`config.mk`:
```
export PLATFORM = sky130hd
export DESIGN_NAME = seq_playback_ctrl
export DESIGN_NICKNAME = d
export VERILOG_FILES = /design/src/rtl/game_pkg.sv /design/src/rtl/tick_gen.sv /design/src/rtl/seq_playback_ctrl.sv
export SDC_FILE = /design/constraint.sdc
export NUM_CORES = 1
export LEC_CHECK = 0
export CAP_MARGIN = 30
export CORE_MARGIN = 5
export CORE_UTILIZATION = 50
export DETAILED_ROUTE_END_ITERATION = 7
export GPL_TIMING_DRIVEN = 0
export PLACE_DENSITY = 0.74
export RECOVER_POWER = 100
export SLEW_MARGIN = 0
export SYNTH_ARGS = -nofsm -noshare
export SYNTH_HDL_FRONTEND = slang
export SYNTH_SLANG_ARGS = --single-unit
```
`constraint.sdc`:
```
create_clock -name cin -period 3 [get_ports cin]
set_clock_uncertainty 0.2 [all_clocks]
set_input_delay 0.9 -clock cin [delete_from_list [all_inputs] [get_ports cin]]
set_output_delay 0.9 -clock cin [all_outputs]
set_load 0.005 [all_outputs]
```
`src/rtl/game_pkg.sv`:
```
// Shared types and constants for the memory-game playback path.
package game_pkg;

  typedef enum logic [1:0] {
    StIdle,
    StOn,
    StGap,
    StDone
  } state_e;

  localparam int unsigned LED_COUNT = 10;
  localparam logic [31:0] DIV_FAST  = 32'd1250000;
  localparam logic [31:0] DIV_SLOW  = 32'd12500000;
  localparam int unsigned MAX_LEN   = 16;

  // Out-of-range LED indices decode to all-dark rather than aliasing.
  function automatic logic [LED_COUNT-1:0] led_decode(input logic [3:0] idx);
    logic [LED_COUNT-1:0] v;
    v = '0;
    if (idx < 4'(LED_COUNT)) v[idx] = 1'b1;
    return v;
  endfunction

endpackage

```
`src/rtl/tick_gen.sv`:
```
// Single-cycle tick enable every div input clocks; clr restarts the period.
module tick_gen (
  input  logic        cin,
  input  logic        rst,
  input  logic        clr,
  input  logic [31:0] div,
  output logic        tick
);

  logic [31:0] count_q;

  assign tick = (count_q == div - 32'd1);

  // Free-running period counter, restarted by clr or at the end of each period.
  always_ff @(posedge cin) begin
    if (rst || clr || tick) begin
      count_q <= '0;
    end else begin
      count_q <= count_q + 32'd1;
    end
  end

endmodule

```
`src/rtl/seq_playback_ctrl.sv`:
```
// Plays the stored pattern onto the LEDs: ON phase per element, then a dark GAP.
module seq_playback_ctrl
  import game_pkg::*;
#(
  parameter logic [31:0] DIV_FAST  = game_pkg::DIV_FAST,
  parameter logic [31:0] DIV_SLOW  = game_pkg::DIV_SLOW,
  parameter int unsigned ON_TICKS  = 4,
  parameter int unsigned GAP_TICKS = 2,
  parameter int unsigned MAX_LEN   = game_pkg::MAX_LEN
) (
  input  logic                       cin,
  input  logic                       rst,
  input  logic                       start,
  input  logic                       abort,
  input  logic                       speed,
  input  logic [$clog2(MAX_LEN):0]   len,
  output logic [$clog2(MAX_LEN)-1:0] seq_addr,
  input  logic [3:0]                 seq_data,
  output logic [LED_COUNT-1:0]       led,
  output logic                       busy,
  output logic                       done
);

  localparam int unsigned AW  = $clog2(MAX_LEN);
  localparam int unsigned PhW = 8;

  state_e         state_q;
  logic [AW:0]    len_q;
  logic           speed_q;
  logic [PhW-1:0] ph_cnt_q;
  logic [31:0]    div;
  logic           tick;
  logic           ph_last;
  logic           phase_end;
  logic           tick_clr;

  assign div = speed_q ? DIV_FAST : DIV_SLOW;

  // Phase-end detect; the tick period restarts on every state entry and in idle states.
  always_comb begin
    ph_last = 1'b0;
    unique case (state_q)
      StOn:    ph_last = (ph_cnt_q == PhW'(ON_TICKS - 1));
      StGap:   ph_last = (ph_cnt_q == PhW'(GAP_TICKS - 1));
      default: ph_last = 1'b0;
    endcase
    phase_end = tick && ph_last;
    tick_clr  = !(state_q inside {StOn, StGap}) || phase_end || abort;
  end

  tick_gen u_tick_gen (
    .cin  (cin),
    .rst  (rst),
    .clr  (tick_clr),
    .div  (div),
    .tick (tick)
  );

  // Playback FSM with registered LED/busy/done outputs and the address counter.
  always_ff @(posedge cin) begin
    if (rst) begin
      state_q  <= StIdle;
      seq_addr <= '0;
      led      <= '0;
      busy     <= 1'b0;
      done     <= 1'b0;
      len_q    <= '0;
      speed_q  <= 1'b0;
      ph_cnt_q <= '0;
    end else begin
      led  <= '0;
      busy <= 1'b0;
      done <= 1'b0;
      unique case (state_q)
        StIdle: begin
          if (start) begin
            ph_cnt_q <= '0;
            if (len == '0) begin
              state_q <= StDone;
            end else begin
              len_q    <= (len > (AW + 1)'(MAX_LEN)) ? (AW + 1)'(MAX_LEN) : len;
              speed_q  <= speed;
              seq_addr <= '0;
              state_q  <= StOn;
            end
          end
        end
        StOn: begin
          if (abort) begin
            state_q <= StIdle;
          end else begin
            led  <= led_decode(seq_data);
            busy <= 1'b1;
            if (phase_end) begin
              ph_cnt_q <= '0;
              state_q  <= StGap;
            end else if (tick) begin
              ph_cnt_q <= ph_cnt_q + PhW'(1);
            end
          end
        end
        StGap: begin
          if (abort) begin
            state_q <= StIdle;
          end else begin
            busy <= 1'b1;
            if (phase_end) begin
              ph_cnt_q <= '0;
              if ({1'b0, seq_addr} == len_q - 1'b1) begin
                state_q <= StDone;
              end else begin
                seq_addr <= seq_addr + AW'(1);
                state_q  <= StOn;
              end
            end else if (tick) begin
              ph_cnt_q <= ph_cnt_q + PhW'(1);
            end
          end
        end
        StDone: begin
          done    <= 1'b1;
          state_q <= StIdle;
        end
        default: state_q <= StIdle;
      endcase
    end
  end

endmodule
```
==> results of run 1 <==
## state kept, by name (all words and copies together) (netlist names)
register            flops
busy                    1
ph_cnt_q                8
state_q                 2
len_q                   5
speed_q                 1
seq_addr                4
done                    1
led                    10
u_tick_gen.count_q     32
## per-stage QoR
step           TNS [ns]  hold WS [ns]
3_3_place_gp    -0.7364        0.2446
5_1_grt               0        0.3027
4_1_cts               0        0.2751
2_1_floorplan         0        0.2303
3_5_place_dp    -0.9070        0.2597
6_report              0        0.2743
## area by class of cell
class                   count  area (µm²)
flip-flops and latches     64        1281
well taps                  77       96.34
clock inverters             6       60.06
plain buffers               8       45.04
inverters                  13       48.80
repair buffers             29       290.3
multi-input cells         269        1794
clock buffers              10       127.6
fillers                   562        2497
## synth_stat cells, types with 5 or more instances
library cell,number
nand3_1,21
xnor2_1,14
nor3_1,9
o21ai_0,14
or3_1,8
nand4b_1,6
clkbuf_1,5
ha_1,8
o31ai_1,5
nand2_1,18
dfxtp_1,64
and3_1,6
nor2b_1,5
xor2_1,20
nand2b_1,7
nand4_1,9
inv_1,13
nor2_1,50
a21oi_1,18
## per-layer routing
metal	vias to the layer above	routed length, µm	track usage [%]
li1	1344	-	-
met3	14	226	3.134
met2	47	3017	27.66
met5	-	0	0
met4	0	124	7.442
met1	1252	2963	20.98
## power by group through the flow
| stage | combinational (µW) | sequential, µW | clock, µW |
|---|---|---|---|
| after global routing | 560 | 930 | 774 |
| after detailed placement | 490 | 946 | 0 |
| after floorplan | 368 | 937 | 0 |
| final | 501 | 927 | 708 |
| after global placement | 481 | 944 | 0 |
| after CTS | 495 | 927 | 726 |
## cell families after synthesis
logic type / count (synthesis) / synth area share, %
compound gates: 54 / 11.61
xor+xnor: 34 / 9.433
fa+ha+maj: 8 / 3.171
buf+inv: 21 / 3.012
flops: 64 / 40.59
mux: 2 / 0.6342
simple gates: 171 / 31.55
## worst max-delay path by stage
stage,slack (ns),cells after the start,from,end
after global placement,-0.20,7,len[0],seq_addr[3]$_SDFFE_PP0P_
after detailed placement,-0.24,7,len[0],seq_addr[3]$_SDFFE_PP0P_
after floorplan,0.41,6,len[0],seq_addr[2]$_SDFFE_PP0P_
final,0.16,7,abort,ph_cnt_q[6]$_SDFFE_PP0P_
after CTS,0.12,7,len[0],seq_addr[3]$_SDFFE_PP0P_
after global routing,0.04,7,len[0],seq_addr[1]$_SDFFE_PP0P_
## what timing repair did
action                                  4_1_cts  5_1_grt
endpoints found under the setup margin        0        4
resized for setup                             0        2
hold buffers                                  0        0
==> run summary, run 1 <==
Final nets -> 416
Critical Path Max Stage Delay -> 0.63 ns
die area -> 8002 µm²
Avg Cell Area, Syn -> 8.917 µm²
Antenna Cells -> 0
overall routing resource usage -> 16.67%
Max Cap Viol -> 0
Slew headroom -> 55.01%
Distinct cells, synth -> 52
Root Driver -> clkbuf_8
commonest cells after routing, fill and taps aside -> dfxtp_1, nor2_1, nand3_1
Buf/Inv on CP -> 2
vias in the first global route -> 2430
worst reg2reg setup slack -> 0.48 ns
grt total ovfl -> 0
Post-Synthesis Cells -> 354
Synth area leaders -> dfxtp_1, nor2_1, xor2_1
Placed Cells -> 460
Critical Path AT -> 2.86 ns
Final Hold Fails -> 0
H-tree levels -> 3
Leak -> 0.001278 µW
Clk network pwr share -> 33.2%
post-DP HPWL -> 4629 µm
Worst Hold Launch -> u_tick_gen.count_q[0]$_SDFF_PP0_
final worst slack -> 0.1588 ns
DP Worst Slack -> -0.2352 ns
clk sinks -> 64
TritonCTS clock tree -> done
final cycle utilization of the critical path -> 94.71%
synth warn -> 0
hold crit path type -> flop to flop
setup violators final -> 0
RR Startpoint -> u_tick_gen.count_q[0]$_SDFF_PP0_
Worst Reg-to-Reg Cells -> 7
Synth Net Count -> 376
DRT iter0 DRCs -> 106
top_reg_cell synth -> dfxtp_1
fmax -> 352.0 MHz
Reg clk slew, reported paths -> 0.07 ns
vias -> 2657
routed len/inst -> 13.30 µm
CP max-delay cell -> dlygate4sd3_1
WHS Path Cells -> 1
final WL -> 6331 µm
chip width -> 89.46 µm
largest net degree at the start of global routing -> 12
pwr dens -> 570.5 nW/µm²
IO Port Bufs -> 29
cell family with the largest share of critical-path delay -> compound AO/OA/AOI/OAI gates
routability cong. -> 0.8159
ys async rst share -> 0%
Syn Std Cell Area -> 3157 µm²
total power -> 2136 µW
critical path type -> input port to flop
first-pass GRT wire length -> 10540 µm
CORE AREA -> 6241 µm²
Worst setup EP type -> flop
Seq/Total Area, Yosys -> 40.59%
crit path cell chain -> dlygate4sd3_1, inv_1, nand2_1, a2111oi_4, o21ai_0, o21bai_1, nor2_1
Crit Reg-Reg Endpoint -> ph_cnt_q[6]$_SDFFE_PP0P_
Sw Pwr -> 680.5 µW
drt drc -> 0
Ports -> 30
chip height -> 89.46 µm
Routed Antenna Nets -> 0
commonest non-fill, non-tap cell in the layout -> dfxtp_1
Worst Path Required -> 3.01 ns
CTS max path bufs -> 2
largest area contributor in the netlist -> dfxtp_1
final core utilization -> 59.98%
CTS buffer count -> 9
vias per cell -> 5.582
min Tclk post-route -> 2.841 ns
clk_lat worst skew -> 0.34 ns
RSZ-0062 raised after global routing -> false
setup bufs post-CTS -> 0
worst slew pin tran -> 0.6677 ns
CP max FO -> 7
non-filler instance count after layout -> 476
worst vdd ir -> 0.0003455 V
starting density of the core -> 50.58%
design area -> 3744 µm²
relative area change from synthesis to final layout -> 18.59%
FP Rows -> 29
Flop pwr share -> 43.4%
Area after DPL -> 3543 µm²
Max Slew Vio Count -> 0
initial antenna violation count -> 0
sw frac -> 31.86%
status -> completed
Hold Path Sink -> u_tick_gen.count_q[0]$_SDFF_PP0_
number of flops mapped to enable cells by yosys -> 0
Critical Path Start Type -> input port
Yosys top cell area share -> 40.59%
Pint -> 1455 µW
Seq cells post-synth -> 64
Comb pwr share -> 23.5%
layout cells sized above 1 -> 9.023%
first-pass iteration count of the detailed router -> 4
(Power assumes the default switching activity.)
==> inputs of run 2 (changes only) <==
- PLACE_DENSITY: 0.74 -> 0.72
- SYNTH_HIERARCHICAL: unset -> 1
==> run 2 against run 1 <==
  * The flow now finishes with violations (setup timing)
  * Design area grew 54%
  * Total power grew 25%
  * Die area grew 31%
  * Critical path depth rose by 11
  * Sequential power increased by 0.4%
  * Worst hold slack better by 0.026 ns
  * Via count grew 55%
  * Sequential cell count unchanged
  * Largest cell class unchanged
  * Highest routed layer unchanged
==> run summary, run 2 <==
Largest regs -> u_tick_gen/count_q: 32 flops, led: 10 flops, ph_cnt_q: 8 flops
worst vdd ir -> 0.0004176 V (+21%)
Leak -> 0.002150 µW (+68%)
mux contribution to synthesized area -> 2.134% (+1.5 points)
Final Hold Fails -> 0 (unchanged)
Max Cap Viol -> 0 (unchanged)
Largest register FFs -> 32 (unchanged)
DRT iter0 DRCs -> 274 (+160%)
vias per cell -> 5.461 (-2.2%)
Simple-Gate Fraction of Synth Area -> 34.79% (+3.2 points)
H-tree levels -> 3 (unchanged)
setup violators final -> 46 (+46)
hold crit path type -> flop to flop
largest net degree at the start of global routing -> 16 (+4)
ys async rst share -> 0% (unchanged)
status -> finished, violations left
relative area change from synthesis to final layout -> 34.96%
final WL -> 11550 µm (+82%)
Worst Path Required -> 3.03 ns (+0.02 ns)
Reg clk slew, reported paths -> 0.07 ns (about the same)
worst slew pin tran -> 0.9180 ns (+0.2503 ns)
Synth area leaders -> dfxtp_1, xnor2_1, xor2_1
Worst setup EP type -> flop
layout cells sized above 1 -> 21.48% (+12 points)
Buf/Inv on CP -> 6 (+4)
IO Port Bufs -> 29 (unchanged)
hold buffers post-CTS -> 0 (unchanged)
most instantiated cells after synthesis -> dfxtp_1, nor2_1, xnor2_1
chip width -> 102.5 µm (+15%)
CTS buffer count -> 9 (unchanged)
largest area contributor in the netlist -> dfxtp_1
synth warn -> 6 (+6)
Synth Area in Compound Gates -> 8.828% (-2.8 points)
fmax -> 254.0 MHz (-28%)
Setup TNS -> -38.74 ns (-38.74 ns)
RSZ-0062 raised after global routing -> true
critical path type -> flop to flop
Critical Path Max Stage Delay -> 0.57 ns (-0.06 ns)
Distinct cells, synth -> 71 (+37%)
die area -> 10510 µm² (+31%)
Top reg by flops -> u_tick_gen/count_q
Critical Path Start Type -> flop
Avg Cell Area, Syn -> 8.459 µm² (-5.1%)
CP max-delay cell -> or4_4
Slew headroom -> 38.43% (-17 points)
Seq/Total Area, Yosys -> 29.93% (-11 points)
TritonCTS clock tree -> done
vias in the first global route -> 3912 (+61%)
Seq cells post-synth -> 64 (unchanged)
pwr dens -> 462.8 nW/µm² (-19%)
Final nets -> 666 (+60%)
Ports -> 30 (unchanged)
Min Hold Slack -> 0.3001 ns (+0.02580 ns)
count leader, synth -> dfxtp_1
Antenna Cells -> 0 (unchanged)
commonest non-fill, non-tap cell in the layout -> conb_1
Filler Cell Count -> 670 (+19%)
overall routing resource usage -> 21.38% (+4.7 points)
Critical Path AT -> 3.97 ns (+1.11 ns)
final cycle utilization of the critical path -> 131.2% (+37 points)
commonest cells after routing, fill and taps aside -> conb_1, dfxtp_1, nor2_1
Post-Synthesis Cells -> 506 (+43%)
Syn Std Cell Area -> 4280 µm² (+36%)
CORE AREA -> 8299 µm² (+33%)
cell family with the largest share of critical-path delay -> simple AND/OR/NAND/NOR gates
routed len/inst -> 15.35 µm (+15%)
combinational family with the most area after synthesis -> simple AND/OR/NAND/NOR gates
top_reg_cell synth -> dfxtp_1
first-pass GRT wire length -> 18090 µm (+72%)
initial antenna violation count -> 0 (unchanged)
area share of fa/ha/maj cells after synthesis -> 2.631% (-0.54 points)
Yosys top cell area share -> 29.93% (-11 points)
Root Driver -> clkbuf_8
drt drc -> 0 (unchanged)
crit path cell chain -> clkinvlp_4, buf_6, buf_4, xnor2_1, o211a_1, nor2_1, nor4_4, nand4_2, nor4_4, buf_6, nand2_4, or4_4, nand2_4, or2_4, or2_4, buf_12, clkbuf_16, nor3_2
Post-Synth XOR/XNOR Area -> 16.78% (+7.3 points)
CP max FO -> 8 (+1)
vias -> 4107 (+55%)
CTS max path bufs -> 2 (unchanged)
clk sinks -> 64 (unchanged)
starting density of the core -> 51.58% (+0.99 points)
Area after DPL -> 4984 µm² (+41%)
number of flops mapped to enable cells by yosys -> 0 (unchanged)
first-pass iteration count of the detailed router -> 6 (+2)
routability cong. -> 0.8546 (+4.7%)
clk_lat worst skew -> 0.34 ns (about the same)
post-DP HPWL -> 7309 µm (+58%)
grt total ovfl -> 0 (unchanged)
final worst slack -> -0.9374 ns (-1.096 ns)
failing checks -> setup timing
chip height -> 102.5 µm (+15%)
Routed Antenna Nets -> 0 (unchanged)
design area -> 5777 µm² (+54%)
min Tclk post-route -> 3.937 ns (+1.096 ns)
Max Slew Vio Count -> 0 (unchanged)
FP Rows -> 33 (+14%)
-- run 2: changes by cell type in the layout (fill, tap and decap cells not counted), moves of 7 or more --
| cell | change |
|---|---|
| nor3_2 | +29 |
| xor2_1 | +15 |
| buf_4 | +26 |
| xnor2_1 | +33 |
| nand2_1 | +10 |
| o21ai_0 | -13 |
| inv_1 | +7 |
| conb_1 | +64 |
| a21oi_1 | -10 |
| buf_6 | +11 |
| nor3_1 | +9 |
-- run 2: cells by family (layout without fill, tap and decap cells) --
logic type               after synthesis  after routing
buffers and inverters                 38            117
multiplexers                           9              9
other                                  2             64
adder cells (fa/ha/maj)                9              9
AND/OR/NAND/NOR                      251            251
flip-flops                            64             64
XOR/XNOR                              82             82
AO/OA/AOI/OAI                         51             51
-- run 2: metrics by stage --
| step | util [%] | cells | power (µW) | setup slack [ns] |
|---|---|---|---|---|
| floorplan | - | 568 | 1515 | -1.460 |
| global placement | 60.05 | 702 | 1658 | -2.286 |
| detailed placement | 60.05 | 702 | 1672 | -2.317 |
| CTS | 66.62 | 742 | 2484 | -0.9119 |
| global route | 69.61 | 752 | 2817 | -1.143 |
| finish | 69.61 | 752 | 2673 | -0.9374 |
-- run 2: report_power, final --
group          switching, µW  internal [µW]
clock                    327            338
sequential              43.2            888
combinational            586            491
total                    956           1720
-- run 2: path summary, 6_finish.rpt --
| check | from | slack [ns] | end | depth (start not counted) |
|---|---|---|---|---|
| hold / removal | len_q[3]$_SDFFE_PP0P_ | 0.30 | len_q[3]$_SDFFE_PP0P_ | 2 |
| setup / recovery | speed_q$_SDFFE_PP0P_ | -0.94 | u_tick_gen/count_q[2]$_SDFF_PP0_ | 18 |
| setup reg to reg | speed_q$_SDFFE_PP0P_ | -0.94 | u_tick_gen/count_q[2]$_SDFF_PP0_ | 18 |
| hold reg to reg | len_q[3]$_SDFFE_PP0P_ | 0.30 | len_q[3]$_SDFFE_PP0P_ | 2 |
-- run 2: area by class of cell --
cell class | count | area [µm²] | share of cell area (%)
clock buffers | 12 | 155.1 | 2.686
plain buffers | 17 | 187.7 | 3.249
repair inverters | 1 | 5.005 | 0.08664
inverters | 21 | 82.58 | 1.429
repair buffers | 63 | 606.8 | 10.50
flip-flops and latches | 64 | 1285 | 22.24
clock inverters | 3 | 17.52 | 0.3032
multi-input cells | 466 | 3306 | 57.22
well taps | 105 | 131.4 | 2.274
-- run 2: tightest hold or removal path, cell delays in order (launching register included) --
cell     delay, ns
dfxtp_1       0.34
nand2_1       0.06
a21oi_1       0.05
-- run 2: timing repair --
action | in CTS | in global routing
setup endpoints to repair | 46 | 46
gates resized for setup | 30 | 36
cloned | 4 | 1
pin swaps | 31 | 17
buffers inserted | 21 | 9
endpoints found under the hold margin | 0 | 0
-- run 2: routing by layer --
| metal | GRT usage (%) | share of wire [%] |
|---|---|---|
| met2 | 38.38 | 52 |
| met5 | 0 | 0 |
| met4 | 6.761 | 2.0 |
| met1 | 26.35 | 42 |
| met3 | 2.977 | 3.6 |
==> inputs of run 3 (changes only) <==
- ABC_CLOCK_PERIOD_IN_PS: unset -> 3000
==> results of run 3 <==
The final DEF is identical to that of run 2; final timing and power are the same.
